--- src/rtl/decoder_xx6812_pkg.sv ---
// decoder_xx6812_pkg
// Shared xx6812 line timing at 12 MHz (also used by the strip encoder and its
// bench), decoder counter width, decoder state type and a saturating
// increment helper.
package decoder_xx6812_pkg;

    // Nominal encoder timing in clock_12mhz cycles.
    localparam int T0H_CYCLES           = 5;
    localparam int T1H_CYCLES           = 10;
    localparam int BIT_PERIOD_CYCLES    = 15;
    localparam int RESET_CYCLES_DEFAULT = 600;

    // Width of the high/low pulse-width counters.
    localparam int                CNT_W   = 10;
    localparam logic [CNT_W-1:0]  CNT_MAX = '1;

    typedef enum logic [1:0] {
        ST_SYNC         = 2'd0,
        ST_IDLE         = 2'd1,
        ST_MEASURE_HIGH = 2'd2,
        ST_MEASURE_LOW  = 2'd3
    } dec_state_t;

    function automatic logic [CNT_W-1:0] sat_inc(input logic [CNT_W-1:0] v);
        return (v == CNT_MAX) ? v : v + 1'b1;
    endfunction

endpackage

--- src/rtl/decoder_xx6812_sync.sv ---
// decoder_xx6812_sync
// Multi-flop synchronizer for an asynchronous single-wire input, followed by
// a registered copy of the synchronized level for edge detection.
// Ports:
//   i_clk    clock
//   i_reset  synchronous active-high reset
//   i_async  asynchronous input line
//   o_level  synchronized level (s)
//   o_rise   s & ~s_prev
//   o_fall   ~s & s_prev
module decoder_xx6812_sync #(
    parameter int SYNC_STAGES = 2
) (
    input  logic i_clk,
    input  logic i_reset,
    input  logic i_async,
    output logic o_level,
    output logic o_rise,
    output logic o_fall
);

    // Fewer than two flops is not a synchronizer; clamp silently.
    localparam int STAGES = (SYNC_STAGES < 2) ? 2 : SYNC_STAGES;

    logic [STAGES-1:0] r_chain;
    logic              r_prev;

    always_ff @(posedge i_clk) begin
        if (i_reset) begin
            r_chain <= '0;
            r_prev  <= 1'b0;
        end else begin
            r_chain <= {r_chain[STAGES-2:0], i_async};
            r_prev  <= r_chain[STAGES-1];
        end
    end

    assign o_level = r_chain[STAGES-1];
    assign o_rise  =  r_chain[STAGES-1] & ~r_prev;
    assign o_fall  = ~r_chain[STAGES-1] &  r_prev;

endmodule

--- src/rtl/decoder_xx6812.sv ---
// decoder_xx6812
// Receive side of the xx6812 strip link. Classifies synchronized high pulses
// by width, assembles MSB-first LED words and detects the latch gap that
// ends a frame.
//
// state            | meaning
// -----------------+------------------------------------------------------
// ST_SYNC          | lost/unknown framing; wait for RESET_CYCLES of low
// ST_IDLE          | between frames, waiting for first rising edge
// ST_MEASURE_HIGH  | counting width of the current high pulse
// ST_MEASURE_LOW   | counting low time after a bit; long low ends frame
//
// Ports:
//   clock_12mhz        sole clock
//   reset              synchronous active-high reset
//   serial_data_in     asynchronous xx6812 line
//   parallel_data_out  last complete word, bit 23 = first received bit
//   data_valid         1-cycle pulse when word/led_index update
//   led_index          word index within current frame (wraps 255->0)
//   frame_done         1-cycle pulse at latch-gap detection
//   error              1-cycle pulse on glitch, stuck-high or partial word
//   busy               high while inside a frame
module decoder_xx6812
    import decoder_xx6812_pkg::*;
#(
    parameter int SYNC_STAGES      = 2,
    parameter int MIN_HIGH_CYCLES  = 2,
    parameter int THRESHOLD_CYCLES = 7,
    parameter int MAX_HIGH_CYCLES  = 14,
    parameter int RESET_CYCLES     = RESET_CYCLES_DEFAULT,
    parameter int BITS_PER_LED     = 24
) (
    input  logic                    clock_12mhz,
    input  logic                    reset,
    input  logic                    serial_data_in,
    output logic [BITS_PER_LED-1:0] parallel_data_out,
    output logic                    data_valid,
    output logic [7:0]              led_index,
    output logic                    frame_done,
    output logic                    error,
    output logic                    busy
);

    localparam logic [CNT_W-1:0] MIN_C   = CNT_W'(MIN_HIGH_CYCLES);
    localparam logic [CNT_W-1:0] THR_C   = CNT_W'(THRESHOLD_CYCLES);
    localparam logic [CNT_W-1:0] MAX_C   = CNT_W'(MAX_HIGH_CYCLES);
    localparam logic [CNT_W-1:0] RESET_C = CNT_W'(RESET_CYCLES);
    localparam logic [4:0]       BITS_C  = 5'(BITS_PER_LED);

    logic w_s, w_rise, w_fall;

    dec_state_t r_state, w_state_next;

    logic [CNT_W-1:0]        r_high_count, w_high_next, w_high_inc;
    logic [CNT_W-1:0]        r_low_count,  w_low_next,  w_low_inc;
    logic [BITS_PER_LED-1:0] r_shift, w_shift_next, w_word;
    logic [4:0]              r_bit_count, w_bit_next, w_bit_inc;
    logic [7:0]              r_word_count;
    logic                    w_bit_value;
    logic                    w_word_done, w_frame_done, w_error;

    logic [BITS_PER_LED-1:0] r_parallel;
    logic [7:0]              r_led_index;
    logic                    r_data_valid, r_frame_done, r_error;

    decoder_xx6812_sync #(
        .SYNC_STAGES (SYNC_STAGES)
    ) u_sync (
        .i_clk   (clock_12mhz),
        .i_reset (reset),
        .i_async (serial_data_in),
        .o_level (w_s),
        .o_rise  (w_rise),
        .o_fall  (w_fall)
    );

    assign w_high_inc  = sat_inc(r_high_count);
    assign w_low_inc   = sat_inc(r_low_count);
    assign w_bit_inc   = r_bit_count + 5'd1;
    assign w_bit_value = (r_high_count >= THR_C);
    assign w_word      = {r_shift[BITS_PER_LED-2:0], w_bit_value};

    always_ff @(posedge clock_12mhz) begin
        if (reset) begin
            r_state <= ST_SYNC;
        end else begin
            r_state <= w_state_next;
        end
    end

    always_comb begin
        w_state_next = r_state;
        w_high_next  = r_high_count;
        w_low_next   = r_low_count;
        w_shift_next = r_shift;
        w_bit_next   = r_bit_count;
        w_word_done  = 1'b0;
        w_frame_done = 1'b0;
        w_error      = 1'b0;

        case (r_state)
            ST_SYNC: begin
                // Any high level restarts the gap measurement.
                if (w_s) begin
                    w_low_next = '0;
                end else if (r_low_count >= RESET_C) begin
                    w_state_next = ST_IDLE;
                end else begin
                    w_low_next = w_low_inc;
                end
            end

            ST_IDLE: begin
                if (w_rise) begin
                    w_high_next  = CNT_W'(1);
                    w_state_next = ST_MEASURE_HIGH;
                end
            end

            ST_MEASURE_HIGH: begin
                if (w_fall) begin
                    if (r_high_count < MIN_C) begin
                        w_error      = 1'b1;
                        w_shift_next = '0;
                        w_bit_next   = '0;
                        w_low_next   = '0;
                        w_state_next = ST_SYNC;
                    end else begin
                        // Completion is flagged at the shift edge so the
                        // word appears on the output one cycle later.
                        w_shift_next = w_word;
                        w_low_next   = CNT_W'(1);
                        w_state_next = ST_MEASURE_LOW;
                        if (w_bit_inc == BITS_C) begin
                            w_word_done = 1'b1;
                            w_bit_next  = '0;
                        end else begin
                            w_bit_next  = w_bit_inc;
                        end
                    end
                end else if (r_high_count >= MAX_C) begin
                    // Still high with MAX already counted: pulse is too long.
                    w_error      = 1'b1;
                    w_shift_next = '0;
                    w_bit_next   = '0;
                    w_low_next   = '0;
                    w_state_next = ST_SYNC;
                end else begin
                    w_high_next = w_high_inc;
                end
            end

            ST_MEASURE_LOW: begin
                if (w_rise) begin
                    w_high_next  = CNT_W'(1);
                    w_state_next = ST_MEASURE_HIGH;
                end else if (w_low_inc >= RESET_C) begin
                    w_frame_done = 1'b1;
                    w_error      = (r_bit_count != 5'd0);
                    w_shift_next = '0;
                    w_bit_next   = '0;
                    w_low_next   = w_low_inc;
                    w_state_next = ST_IDLE;
                end else begin
                    w_low_next = w_low_inc;
                end
            end

            default: begin
                w_state_next = ST_SYNC;
            end
        endcase
    end

    always_ff @(posedge clock_12mhz) begin
        if (reset) begin
            r_high_count <= '0;
            r_low_count  <= '0;
            r_shift      <= '0;
            r_bit_count  <= '0;
            r_word_count <= '0;
            r_parallel   <= '0;
            r_led_index  <= '0;
            r_data_valid <= 1'b0;
            r_frame_done <= 1'b0;
            r_error      <= 1'b0;
        end else begin
            r_high_count <= w_high_next;
            r_low_count  <= w_low_next;
            r_shift      <= w_shift_next;
            r_bit_count  <= w_bit_next;
            r_data_valid <= w_word_done;
            r_frame_done <= w_frame_done;
            r_error      <= w_error;
            if (w_word_done) begin
                r_parallel   <= w_word;
                r_led_index  <= r_word_count;
                r_word_count <= r_word_count + 8'd1;
            end else if (w_frame_done) begin
                r_word_count <= '0;
            end
        end
    end

    assign parallel_data_out = r_parallel;
    assign led_index         = r_led_index;
    assign data_valid        = r_data_valid;
    assign frame_done        = r_frame_done;
    assign error             = r_error;
    assign busy              = (r_state == ST_MEASURE_HIGH) || (r_state == ST_MEASURE_LOW);

endmodule

--- config.mk ---
export PLATFORM = sky130hd
export DESIGN_NAME = decoder_xx6812
export DESIGN_NICKNAME = d
export VERILOG_FILES = /design/src/rtl/decoder_xx6812_pkg.sv /design/src/rtl/decoder_xx6812_sync.sv /design/src/rtl/decoder_xx6812.sv
export SDC_FILE = /design/constraint.sdc
export NUM_CORES = 1
export LEC_CHECK = 0
export ABC_AREA = 1
export BUFFER_PORTS_ARGS = -buffer_cell sky130_fd_sc_hd__buf_2
export CAP_MARGIN = 0
export CORE_AREA = 2 2 91 93
export DETAILED_ROUTE_END_ITERATION = 8
export DIE_AREA = 0 0 93 95
export HOLD_SLACK_MARGIN = 0.15
export PLACE_DENSITY_LB_ADDON = 0.15
export SETUP_SLACK_MARGIN = 0.05
export SKIP_LAST_GASP = 1
export SYNTH_ARGS = -nofsm -noshare
export SYNTH_HDL_FRONTEND = slang
export SYNTH_SLANG_ARGS = --single-unit
--- constraint.sdc ---
create_clock -name clock_12mhz -period 4.15 [get_ports clock_12mhz]
set_input_delay 0 -clock clock_12mhz [delete_from_list [all_inputs] [get_ports clock_12mhz]]
set_output_delay 0 -clock clock_12mhz [all_outputs]
set_load 0.02 [all_outputs]
==> qor.txt, run 1 <==
run status: completed
synthesis-stage register bit count: 96
transition time at the pin with the least slew margin: 1.01 ns
average wire length per cell after detail routing: 11.7 um
top-area cell type share of the netlist area: 45.7%
Setup Viol. Count Final: 0
final routed wirelength across all metal layers: 8060 um
fill cell total of the finished layout: 762
placer congestion estimate: 0.830
post-route ant nets: 0
area of all sequential standard cells: 1920 um2
Die Ht: 95 um
number of hold violations in the final report: 0
number of pins exceeding their max-slew limit in the final report: 0
proportion of layout cells with a drive suffix above 1: 20.7%
Crit path required time: 4.43 ns
Post-CTS Resized: 0
unrepaired setup endpoints after global routing: false
normalized max-slew margin: 32.5%
Layout Nets: 586
Std-Cell Rows: 33
top post-synthesis cells by count: 97 x sky130_fd_sc_hd__nand2_1, 96 x sky130_fd_sc_hd__dfxtp_1, 91 x sky130_fd_sc_hd__nor2_1
commonest register cell after synthesis: sky130_fd_sc_hd__dfxtp_1
Post-synth ARST share: 0%
average cell area after synthesis: 7.67 um2
maximum root-to-sink buffer count: 2
largest net degree at the start of global routing: 50
power per standard cell area: 329 nW/um2
number of optimization iterations in the first detailed-route pass: 4
skew final: 0.0132 ns
global routing usage summed across all routing layers: 19.5%
CTS tree: built
post-CTS setup buffers: 0
Critical Setup Path Class: reg -> reg
HPWL reported at the end of detailed placement: 5320 um
WP data arrival: 2.85 ns
global-route wire length before repair: 14,000 um
cell count after synthesis: 548
setup_tns: 0 ns
cts bufs inserted: 9
via count of the first global-routing pass: 3,115
number of maximum-capacitance violations: 0
worst min-delay path category: in -> reg
cell type contributing the most total cell area after synthesis: sky130_fd_sc_hd__dfxtp_1
count of routing violations after the opening detailed-route iteration: 165
Critical Path Fanout Max: 40
portion of the clock cycle consumed by the worst path in the final layout: 62.1%
number of antenna repair diodes: 0
Max VDD drop: 0.166 mV
core region area: 7930 um2
synthesis-to-finish area growth: 9.11%
DRC violation count after routing: 0
Ports: 39
chip width: 93 um
Die Footprint: 8840 um2
tightest hold margin: 0.243 ns
number of nets in the synthesized netlist: 557
leakage power figure: 1.81 nW
number of sinks driven by the clock tree: 96
initial standard-cell utilization of the core: 53.0%
synth warn: 0
Synth area leaders: sky130_fd_sc_hd__dfxtp_1 46%, sky130_fd_sc_hd__nand2_1 8.7%, sky130_fd_sc_hd__nor2_1 8.1%
antenna violations before repair: 0
Distinct cells, synth: 39
minimum period implied by the final worst setup slack: 2.58 ns
launching element type of the critical path: register
Port Buffer Count: 38
ratio of routed vias to standard cells: 4.97
clock slew seen by the registers of the worst setup and hold paths: 0.09 ns
cell at the root of the clock tree: sky130_fd_sc_hd__clkbuf_8
worst-skew pair later-pin latency: 0.36 ns
H-tree depth: 3
proportion of synthesized chip area in sequential cells: 45.7%
area of combinational cells with multiple inputs: 1980 um2
Worst setup EP type: register
number of flops mapped to enable cells by yosys: 0
overflow left after global routing: 0
netlist area before placement: 4200 um2
vias after detailed routing: 3,407
highest clock frequency the design can meet: 388 MHz
most instantiated library cell after synthesis: sky130_fd_sc_hd__nand2_1
where the power goes:
part / switching, mW / leakage [nW] / internal [mW] / total [mW]
logic: 0.0272 / 0.949 / 0.00971 / 0.0369
clock network: 0.323 / 0.0835 / 0.220 / 0.544
registers: 0.00365 / 0.774 / 0.924 / 0.927
path summary, 6_finish.rpt:
path                      from                    to  slack, ns  cells after the start
max             r_bit_count[0]  parallel_data_out[0]       1.57                     10
min                      reset     u_sync.r_chain[0]       0.24                      3
max reg2reg     r_bit_count[0]  parallel_data_out[0]       1.57                     10
min reg2reg  u_sync.r_chain[0]     u_sync.r_chain[1]       0.41                      2
final cells by class:
class	instances	share of cell area [%]
clock buffer	10	2.78
timing repair buffer	41	4.69
multi-input combinational	383	43.1
tap	105	2.86
inverter	46	3.77
clock inverter	5	0.846
sequential	96	41.9
critical path, stage by stage (launching register included):
cell	delay, ns
sky130_fd_sc_hd__dfxtp_1	0.40
sky130_fd_sc_hd__ha_1	0.18
sky130_fd_sc_hd__nand2_1	0.05
sky130_fd_sc_hd__inv_1	0.09
sky130_fd_sc_hd__nand2_1	0.07
sky130_fd_sc_hd__xor2_1	0.15
sky130_fd_sc_hd__nor2_1	0.21
sky130_fd_sc_hd__nand2_2	0.37
sky130_fd_sc_hd__inv_2	0.63
sky130_fd_sc_hd__o21ai_0	0.16
sky130_fd_sc_hd__a31oi_1	0.19
metal layers:
metal / wire length (um) / part of all wire, % / track usage (%)
met3: 289 / 3.6 / 4.47
met2: 3540 / 44 / 30.7
met5: 0 / 0 / 0
met4: 92 / 1.1 / 6.13
met1: 4130 / 51 / 26.7
timing repair:
action | CTS | global route
endpoints found under the hold margin | 1 | 0
hold buffers | 1 | 0
endpoints found under the setup margin | 0 | 0
registers in the layout, indices dropped and copies added, names as in the netlist, 2 cells and up:
signal	count
r_high_count	10
r_word_count	8
r_low_count	10
led_index	8
parallel_data_out	24
r_bit_count	5
r_shift	23
r_state	2
u_sync.r_chain	2
placed cells by master, fill, tap and decap left out, types with 2 or more instances in the layout:
cell	Yosys	routed
sky130_fd_sc_hd__nand3b_1	2	2
sky130_fd_sc_hd__inv_6	0	3
sky130_fd_sc_hd__clkbuf_8	0	9
sky130_fd_sc_hd__a21oi_1	30	30
sky130_fd_sc_hd__o21bai_1	2	2
sky130_fd_sc_hd__nand3_2	2	2
sky130_fd_sc_hd__buf_2	9	38
sky130_fd_sc_hd__nand3_1	17	17
sky130_fd_sc_hd__nor3_1	5	5
sky130_fd_sc_hd__buf_4	0	2
sky130_fd_sc_hd__nor2_1	91	91
sky130_fd_sc_hd__xor2_1	3	3
sky130_fd_sc_hd__a21oi_2	21	21
sky130_fd_sc_hd__a31oi_1	2	2
sky130_fd_sc_hd__inv_1	42	42
sky130_fd_sc_hd__nor2_4	3	3
sky130_fd_sc_hd__ha_1	6	6
sky130_fd_sc_hd__inv_2	4	4
sky130_fd_sc_hd__nand4_1	2	2
sky130_fd_sc_hd__nor2_2	2	2
sky130_fd_sc_hd__a211oi_1	4	4
sky130_fd_sc_hd__xnor2_1	3	3
sky130_fd_sc_hd__o21ai_1	4	4
sky130_fd_sc_hd__nand2_1	97	97
sky130_fd_sc_hd__dfxtp_1	96	96
sky130_fd_sc_hd__o21ai_0	45	45
sky130_fd_sc_hd__nand2_2	28	28
sky130_fd_sc_hd__nor4_1	3	3
metrics by stage:
stage / power (mW) / instance area, um2 / setup WS [ns] / util (%) / cells
2_1_floorplan: 0.976 / 4200 / 2.32 / - / 548
3_3_place_gp: 0.985 / 4410 / 1.67 / 55.6 / 670
3_5_place_dp: 0.985 / 4410 / 1.55 / 55.6 / 670
4_1_cts: 1.53 / 4590 / 1.54 / 57.8 / 686
5_1_grt: 1.58 / 4590 / 1.24 / 57.8 / 686
6_report: 1.51 / 4590 / 1.57 / 57.8 / 686
kinds of logic (layout without fill, tap and decap cells):
group | Yosys count | in the layout | share of synthesized area (%)
DFF | 96 | 96 | 45.7
adders and majority gates | 6 | 6 | 1.79
buffers and inverters | 69 | 102 | 7.20
AOI/OAI and AO/OA | 115 | 115 | 16.7
and+or+nand+nor | 256 | 256 | 27.3
xor gates and xnor gates | 6 | 6 | 1.25
Note: power is estimated with default switching activity, not from simulation.
==> inputs of run 2 (changes only) <==
--- a/config.mk
+++ b/config.mk
@@ -5,7 +5,7 @@
 export SDC_FILE = /design/constraint.sdc
 export NUM_CORES = 1
 export LEC_CHECK = 0
-export ABC_AREA = 1
+export ABC_AREA = 0
 export BUFFER_PORTS_ARGS = -buffer_cell sky130_fd_sc_hd__buf_2
 export CAP_MARGIN = 0
 export CORE_AREA = 2 2 91 93
==> constraint.sdc (replaced) <==
create_clock -name clock_12mhz -period 2.32 [get_ports clock_12mhz]
set_input_delay 0 -clock clock_12mhz [delete_from_list [all_inputs] [get_ports clock_12mhz]]
set_output_delay 0 -clock clock_12mhz [all_outputs]
set_load 0.02 [all_outputs]
==> qor.txt, run 2 <==
run status: completed
clock slew seen by the registers of the worst setup and hold paths: 0.10 ns
core region area: 7930 um2
most instantiated library cell after synthesis: sky130_fd_sc_hd__dfxtp_1
number of optimization iterations in the first detailed-route pass: 4
Critical Path Fanout Max: 7
chip width: 93 um
cell at the root of the clock tree: sky130_fd_sc_hd__clkbuf_8
synthesis-to-finish area growth: 13.0%
Crit path required time: 2.61 ns
fill cell total of the finished layout: 752
Setup Viol. Count Final: 0
setup slack, reg-to-reg: 0.17 ns
fraction of the core area covered by cells at the end of the flow: 58.5%
leakage power figure: 1.79 nW
Std-Cell Rows: 33
top post-synthesis cells by count: 96 x sky130_fd_sc_hd__dfxtp_1, 89 x sky130_fd_sc_hd__nand2_1, 53 x sky130_fd_sc_hd__a21oi_1
Layout Nets: 514
global routing usage summed across all routing layers: 21.3%
power per standard cell area: 608 nW/um2
worst min-delay path category: in -> reg
minimum period implied by the final worst setup slack: 2.15 ns
Hold Crit Start: serial_data_in
portion of the clock cycle consumed by the worst path in the final layout: 92.6%
synth warn: 0
maximum root-to-sink buffer count: 2
proportion of synthesized chip area in sequential cells: 46.8%
Worst setup EP type: register
most frequent standard cell in the layout excluding fill and tap cells: sky130_fd_sc_hd__dfxtp_1
cell type contributing the most total cell area after synthesis: sky130_fd_sc_hd__dfxtp_1
number of maximum-capacitance violations: 0
cts bufs inserted: 9
worst-skew pair later-pin latency: 0.36 ns
netlist area before placement: 4100 um2
Worst Reg-to-Reg Cells: 7
via count of the first global-routing pass: 3,225
setup_tns: 0 ns
WP data arrival: 2.44 ns
DRC violation count after routing: 0
critical register-to-register path startpoint: r_low_count[1]
worst r2r dst: r_word_count[2]
post-route cell area: 4640 um2
commonest register cell after synthesis: sky130_fd_sc_hd__dfxtp_1
highest clock frequency the design can meet: 465 MHz
skew final: 0.0108 ns
Die Ht: 95 um
overflow left after global routing: 0
tightest hold margin: 0.389 ns
placer congestion estimate: 0.844
number of flops mapped to enable cells by yosys: 0
Synth area leaders: sky130_fd_sc_hd__dfxtp_1 47%, sky130_fd_sc_hd__nand2_1 8.1%, sky130_fd_sc_hd__a21oi_1 6.5%
WHS Endpoint: u_sync.r_chain[0]
commonest cells after routing, fill and taps aside: 96 x sky130_fd_sc_hd__dfxtp_1, 88 x sky130_fd_sc_hd__nand2_1, 53 x sky130_fd_sc_hd__a21oi_1
HPWL reported at the end of detailed placement: 6110 um
vias after detailed routing: 3,474
CTS tree: built
normalized max-slew margin: 56.9%
area after detailed placement: 4430 um2
top-area cell type share of the netlist area: 46.8%
proportion of layout cells with a drive suffix above 1: 17.5%
post-route ant nets: 0
post-CTS setup buffers: 0
average wire length per cell after detail routing: 14.2 um
number of nets in the synthesized netlist: 476
Worst Hold Depth: 3
global-route wire length before repair: 15,000 um
total design power: 2.82 mW
unrepaired setup endpoints after global routing: false
Post-synth ARST share: 0%
count of routing violations after the opening detailed-route iteration: 158
Max VDD drop: 0.340 mV
Ports: 39
final routed wirelength across all metal layers: 8750 um
transition time at the pin with the least slew margin: 0.647 ns
ratio of routed vias to standard cells: 5.65
number of hold violations in the final report: 0
Critical Setup Path Class: reg -> reg
H-tree depth: 3
number of antenna repair diodes: 0
largest net degree at the start of global routing: 34
launching element type of the critical path: register
number of pins exceeding their max-slew limit in the final report: 0
Die Footprint: 8840 um2
flip-flop count of the largest register after layout: 24
Port Buffer Count: 38
average cell area after synthesis: 8.79 um2
synthesis-stage register bit count: 96
Distinct cells, synth: 60
cell count after synthesis: 467
initial standard-cell utilization of the core: 51.8%
number of sinks driven by the clock tree: 96
antenna violations before repair: 0
run 2: cell types whose count changed after synthesis, sizes merged, moves of 4 or more:
cell | before | now
nor2b | 0 | 4
nand2 | 127 | 90
nand4 | 2 | 7
and2 | 0 | 9
o21ai | 50 | 12
a21o | 0 | 6
nand3 | 19 | 15
and3 | 0 | 6
nand2b | 0 | 5
inv | 46 | 12
o211ai | 1 | 5
a32o | 0 | 26
clkbuf | 10 | 16
nor2 | 96 | 22
run 2: layout make-up:
type / instances / area [um2] / area share [%]
Clock buffer: 10 / 128 / 2.75
Clock inverter: 6 / 52.6 / 1.13
Inverter: 12 / 45.0 / 0.972
Multi-Input combinational cell: 327 / 1990 / 43.0
Sequential cell: 96 / 1920 / 41.5
Tap cell: 105 / 131 / 2.83
Timing Repair Buffer: 59 / 365 / 7.88
run 2: metal layers:
metal	part of all wire, %	GRT usage (%)
met5	0	0
met4	1.2	8.33
met3	3.3	3.91
met2	49	35.2
met1	47	27.6
run 2: worst max-delay path by stage:
stage,cells past startpoint,slack (ns),start,endpoint
2_1_floorplan,9,0.20,r_low_count[0],r_bit_count[4]
3_3_place_gp,7,0.17,r_low_count[1],r_word_count[5]
3_5_place_dp,7,0.13,r_low_count[1],r_word_count[2]
4_1_cts,7,0.11,r_low_count[1],r_word_count[3]
5_1_grt,7,0.05,r_low_count[1],r_word_count[5]
6_report,7,0.17,r_low_count[1],r_word_count[2]
run 2: through the flow:
stage | setup slack [ns] | cells
3_5_place_dp | 0.130 | 597
6_report | 0.171 | 615
5_1_grt | 0.0517 | 615
2_1_floorplan | 0.200 | 467
3_3_place_gp | 0.173 | 597
4_1_cts | 0.106 | 615
run 2: what timing repair did:
action,in CTS,in global routing
endpoints found under the setup margin,0,50
resized for setup,0,2
endpoints found under the hold margin,3,0
hold buffers,2,0
run 2: power breakdown:
group	total (mW)	leakage (nW)	switching [mW]	internal, mW
clock network	1.02	0.0854	0.612	0.407
logic	0.111	0.929	0.0706	0.0400
registers	1.69	0.775	0.0201	1.67
run 2: cells by family (layout without fill, tap and decap cells):
logic type	count (synthesis)	in the layout	share of synthesized area, %
flip-flops	96	96	46.8
multiplexers	4	4	1.10
buffers and inverters	44	87	4.94
AO/OA/AOI/OAI	136	136	23.8
adder cells (fa/ha/maj)	6	6	1.83
AND/OR/NAND/NOR	179	179	21.1
XOR/XNOR	2	2	0.427
run 2: critical path, cell delays in order, from the launching register on:
cell,delay (ns)
sky130_fd_sc_hd__dfxtp_1,0.43
sky130_fd_sc_hd__ha_1,0.19
sky130_fd_sc_hd__and3_2,0.28
sky130_fd_sc_hd__nand2_2,0.08
sky130_fd_sc_hd__mux2_4,0.31
sky130_fd_sc_hd__a21o_1,0.23
sky130_fd_sc_hd__a211o_1,0.39
sky130_fd_sc_hd__o22ai_1,0.18
==> inputs of run 3 (changes only) <==
--- a/config.mk
+++ b/config.mk
@@ -8,13 +8,14 @@
 export ABC_AREA = 0
 export BUFFER_PORTS_ARGS = -buffer_cell sky130_fd_sc_hd__buf_2
 export CAP_MARGIN = 0
-export CORE_AREA = 2 2 91 93
+export CORE_AREA = 2 2 92 94
 export DETAILED_ROUTE_END_ITERATION = 8
-export DIE_AREA = 0 0 93 95
+export DIE_AREA = 0 0 94 96
 export HOLD_SLACK_MARGIN = 0.15
 export PLACE_DENSITY_LB_ADDON = 0.15
 export SETUP_SLACK_MARGIN = 0.05
 export SKIP_LAST_GASP = 1
 export SYNTH_ARGS = -nofsm -noshare
 export SYNTH_HDL_FRONTEND = slang
+export SYNTH_HIERARCHICAL = 1
 export SYNTH_SLANG_ARGS = --single-unit
==> qor.txt, run 3 <==
Critical Path Fanout Max: 8
proportion of layout cells with a drive suffix above 1: 20.3%
synthesis-to-finish area growth: 18.0%
H-tree depth: 3
placer congestion estimate: 0.898
unrepaired setup endpoints after global routing: false
number of maximum-capacitance violations: 0
worst slack, placed: -0.101 ns
Die Footprint: 9020 um2
initial standard-cell utilization of the core: 51.4%
count of routing violations after the opening detailed-route iteration: 196
worst-skew pair later-pin latency: 0.37 ns
WP data arrival: 2.42 ns
commonest cells after routing, fill and taps aside: 114 x sky130_fd_sc_hd__nand2_1, 90 x sky130_fd_sc_hd__dfxtp_1, 47 x sky130_fd_sc_hd__a21oi_1
antenna violations before repair: 0
cell at the root of the clock tree: sky130_fd_sc_hd__clkbuf_8
number of placed instances with taps included: 652
maximum root-to-sink buffer count: 2
flip-flop count of the largest register after layout: 24
cell type contributing the most total cell area after synthesis: sky130_fd_sc_hd__dfxtp_1
number of antenna repair diodes: 0
Crit path required time: 2.59 ns
number of pins exceeding their max-slew limit in the final report: 0
core region area: 8050 um2
portion of the clock cycle consumed by the worst path in the final layout: 93.0%
normalized max-slew margin: 53.0%
skew final: 0.0147 ns
highest clock frequency the design can meet: 464 MHz
commonest register cell after synthesis: sky130_fd_sc_hd__dfxtp_1
proportion of synthesized chip area in sequential cells: 46.4%
area after detailed placement: 4520 um2
Setup Viol. Count Final: 0
Std-Cell Rows: 33
number of optimization iterations in the first detailed-route pass: 5
share of total power in the clock network: 38.0%
Layout Nets: 575
power spent charging and discharging nets: 0.675 mW
Die Ht: 96 um
largest net degree at the start of global routing: 62
synthesis-stage register bit count: 96
Distinct cells, synth: 57
fill cell total of the finished layout: 758
final routed wirelength across all metal layers: 9040 um
HPWL reported at the end of detailed placement: 6120 um
Comb power frac: 2.7%
minimum period implied by the final worst setup slack: 2.16 ns
via count of the first global-routing pass: 3,384
launching element type of the critical path: register
average wire length per cell after detail routing: 13.4 um
Critical Setup Path Class: reg -> reg
Post-synth ARST share: 0%
synth warn: 6
total design power: 2.80 mW
post-route cell area: 4880 um2
part of the total power dissipated in sequential elements: 59.3%
global routing usage summed across all routing layers: 21.0%
post-route ant nets: 0
clock slew seen by the registers of the worst setup and hold paths: 0.10 ns
top post-synthesis cells by count: 115 x sky130_fd_sc_hd__nand2_1, 96 x sky130_fd_sc_hd__dfxtp_1, 48 x sky130_fd_sc_hd__a21oi_1
DRC violation count after routing: 0
ratio of routed vias to standard cells: 5.49
internal portion of total power: 2.12 mW
vias after detailed routing: 3,713
number of nets in the synthesized netlist: 524
CTS tree: built
number of hold violations in the final report: 0
Max VDD drop: 0.303 mV
cts bufs inserted: 9
Ports: 39
Final Worst Setup Slack: 0.163 ns
number of cells in the finished layout apart from fillers: 676
global-route wire length before repair: 15,300 um
power per standard cell area: 573 nW/um2
worst min-delay path category: in -> reg
average cell area after synthesis: 8.03 um2
Port Buffer Count: 38
leakage power figure: 1.87 nW
top-area cell type share of the netlist area: 46.4%
Worst setup EP type: register
number of flops mapped to enable cells by yosys: 0
run status: completed
switching share of power: 24.1%
transition time at the pin with the least slew margin: 0.701 ns
most frequent standard cell in the layout excluding fill and tap cells: sky130_fd_sc_hd__nand2_1
chip width: 94 um
most instantiated library cell after synthesis: sky130_fd_sc_hd__nand2_1
Synth area leaders: sky130_fd_sc_hd__dfxtp_1 46%, sky130_fd_sc_hd__nand2_1 10%, sky130_fd_sc_hd__a21oi_1 5.8%
overflow left after global routing: 0
netlist area before placement: 4140 um2
number of sinks driven by the clock tree: 96
setup slack, reg-to-reg: 0.16 ns
cell count after synthesis: 515
run 3: path summary, 6_finish.rpt:
| kind | cells past startpoint | to | start |
|---|---|---|---|
| worst max register to register | 9 | r_shift[21] | r_low_count[0] |
| worst min register to register | 1 | u_sync/r_chain[1] | u_sync/r_chain[0] |
| worst max-delay path | 9 | r_shift[21] | r_low_count[0] |
| worst min-delay path | 3 | u_sync/r_chain[0] | serial_data_in |
run 3: cell type report:
cell class / instances / area [um2] / share of cell area, %
inverter: 9 / 33.8 / 0.692
timing repair buffer: 75 / 497 / 10.2
clock inverter: 6 / 60.1 / 1.23
clock buffer: 10 / 138 / 2.82
tap: 105 / 131 / 2.69
multi-input combinational: 375 / 2080 / 42.7
sequential: 96 / 1940 / 39.7
run 3: repair_timing:
action | 4_1_cts | 5_1_grt
hold buffers | 2 | 0
endpoints found under the hold margin | 19 | 0
cloned | 1 | 1
pin swaps | 1 | 4
endpoints found under the setup margin | 34 | 37
setup buffers | 1 | 3
resized for setup | 3 | 29
run 3: stage by stage:
step                utilization [%]  hold WS, ns  setup TNS [ns]
finish                         60.6        0.402               0
global route                   60.6        0.431               0
CTS                            59.2        0.387               0
detailed placement             56.1        0.226           -1.17
global placement               56.1        0.208               0
floorplan                         -       0.0716               0
run 3: power by group through the flow:
stage / registers, mW / logic [mW] / clock network [mW]
2_1_floorplan: 1.70 / 0.0471 / 0
3_3_place_gp: 1.70 / 0.0662 / 0
3_5_place_dp: 1.70 / 0.0665 / 0
4_1_cts: 1.66 / 0.0702 / 1.09
5_1_grt: 1.66 / 0.0850 / 1.15
6_report: 1.66 / 0.0758 / 1.06
run 3: kinds of logic (layout without fill, tap and decap cells):
group	count (synthesis)	after routing	synth area share [%]
buffers and inverters	45	100	4.99
AO/OA/AOI/OAI	120	121	18.3
AND/OR/NAND/NOR	238	238	26.3
multiplexers	2	2	0.484
XOR/XNOR	8	8	1.69
adder cells (fa/ha/maj)	6	6	1.81
flip-flops	96	96	46.4
run 3: worst max-delay path, cell delays in order, from the launching register on:
cell                      delay, ns
sky130_fd_sc_hd__dfxtp_4       0.39
sky130_fd_sc_hd__ha_4          0.18
sky130_fd_sc_hd__nand2_1       0.08
sky130_fd_sc_hd__o21a_1        0.16
sky130_fd_sc_hd__o31a_1        0.33
sky130_fd_sc_hd__o21ai_4       0.22
sky130_fd_sc_hd__a31oi_4       0.19
sky130_fd_sc_hd__buf_6         0.16
sky130_fd_sc_hd__buf_2         0.13
sky130_fd_sc_hd__a41o_1        0.22
run 3: per-layer routing:
layer	GRT usage [%]	part of all wire, %	up-vias
met4	7.49	1.3	0
met3	3.99	4.0	12
met5	0	0	-
met1	27.9	49	1729
li1	-	-	1892
met2	34.2	46	80
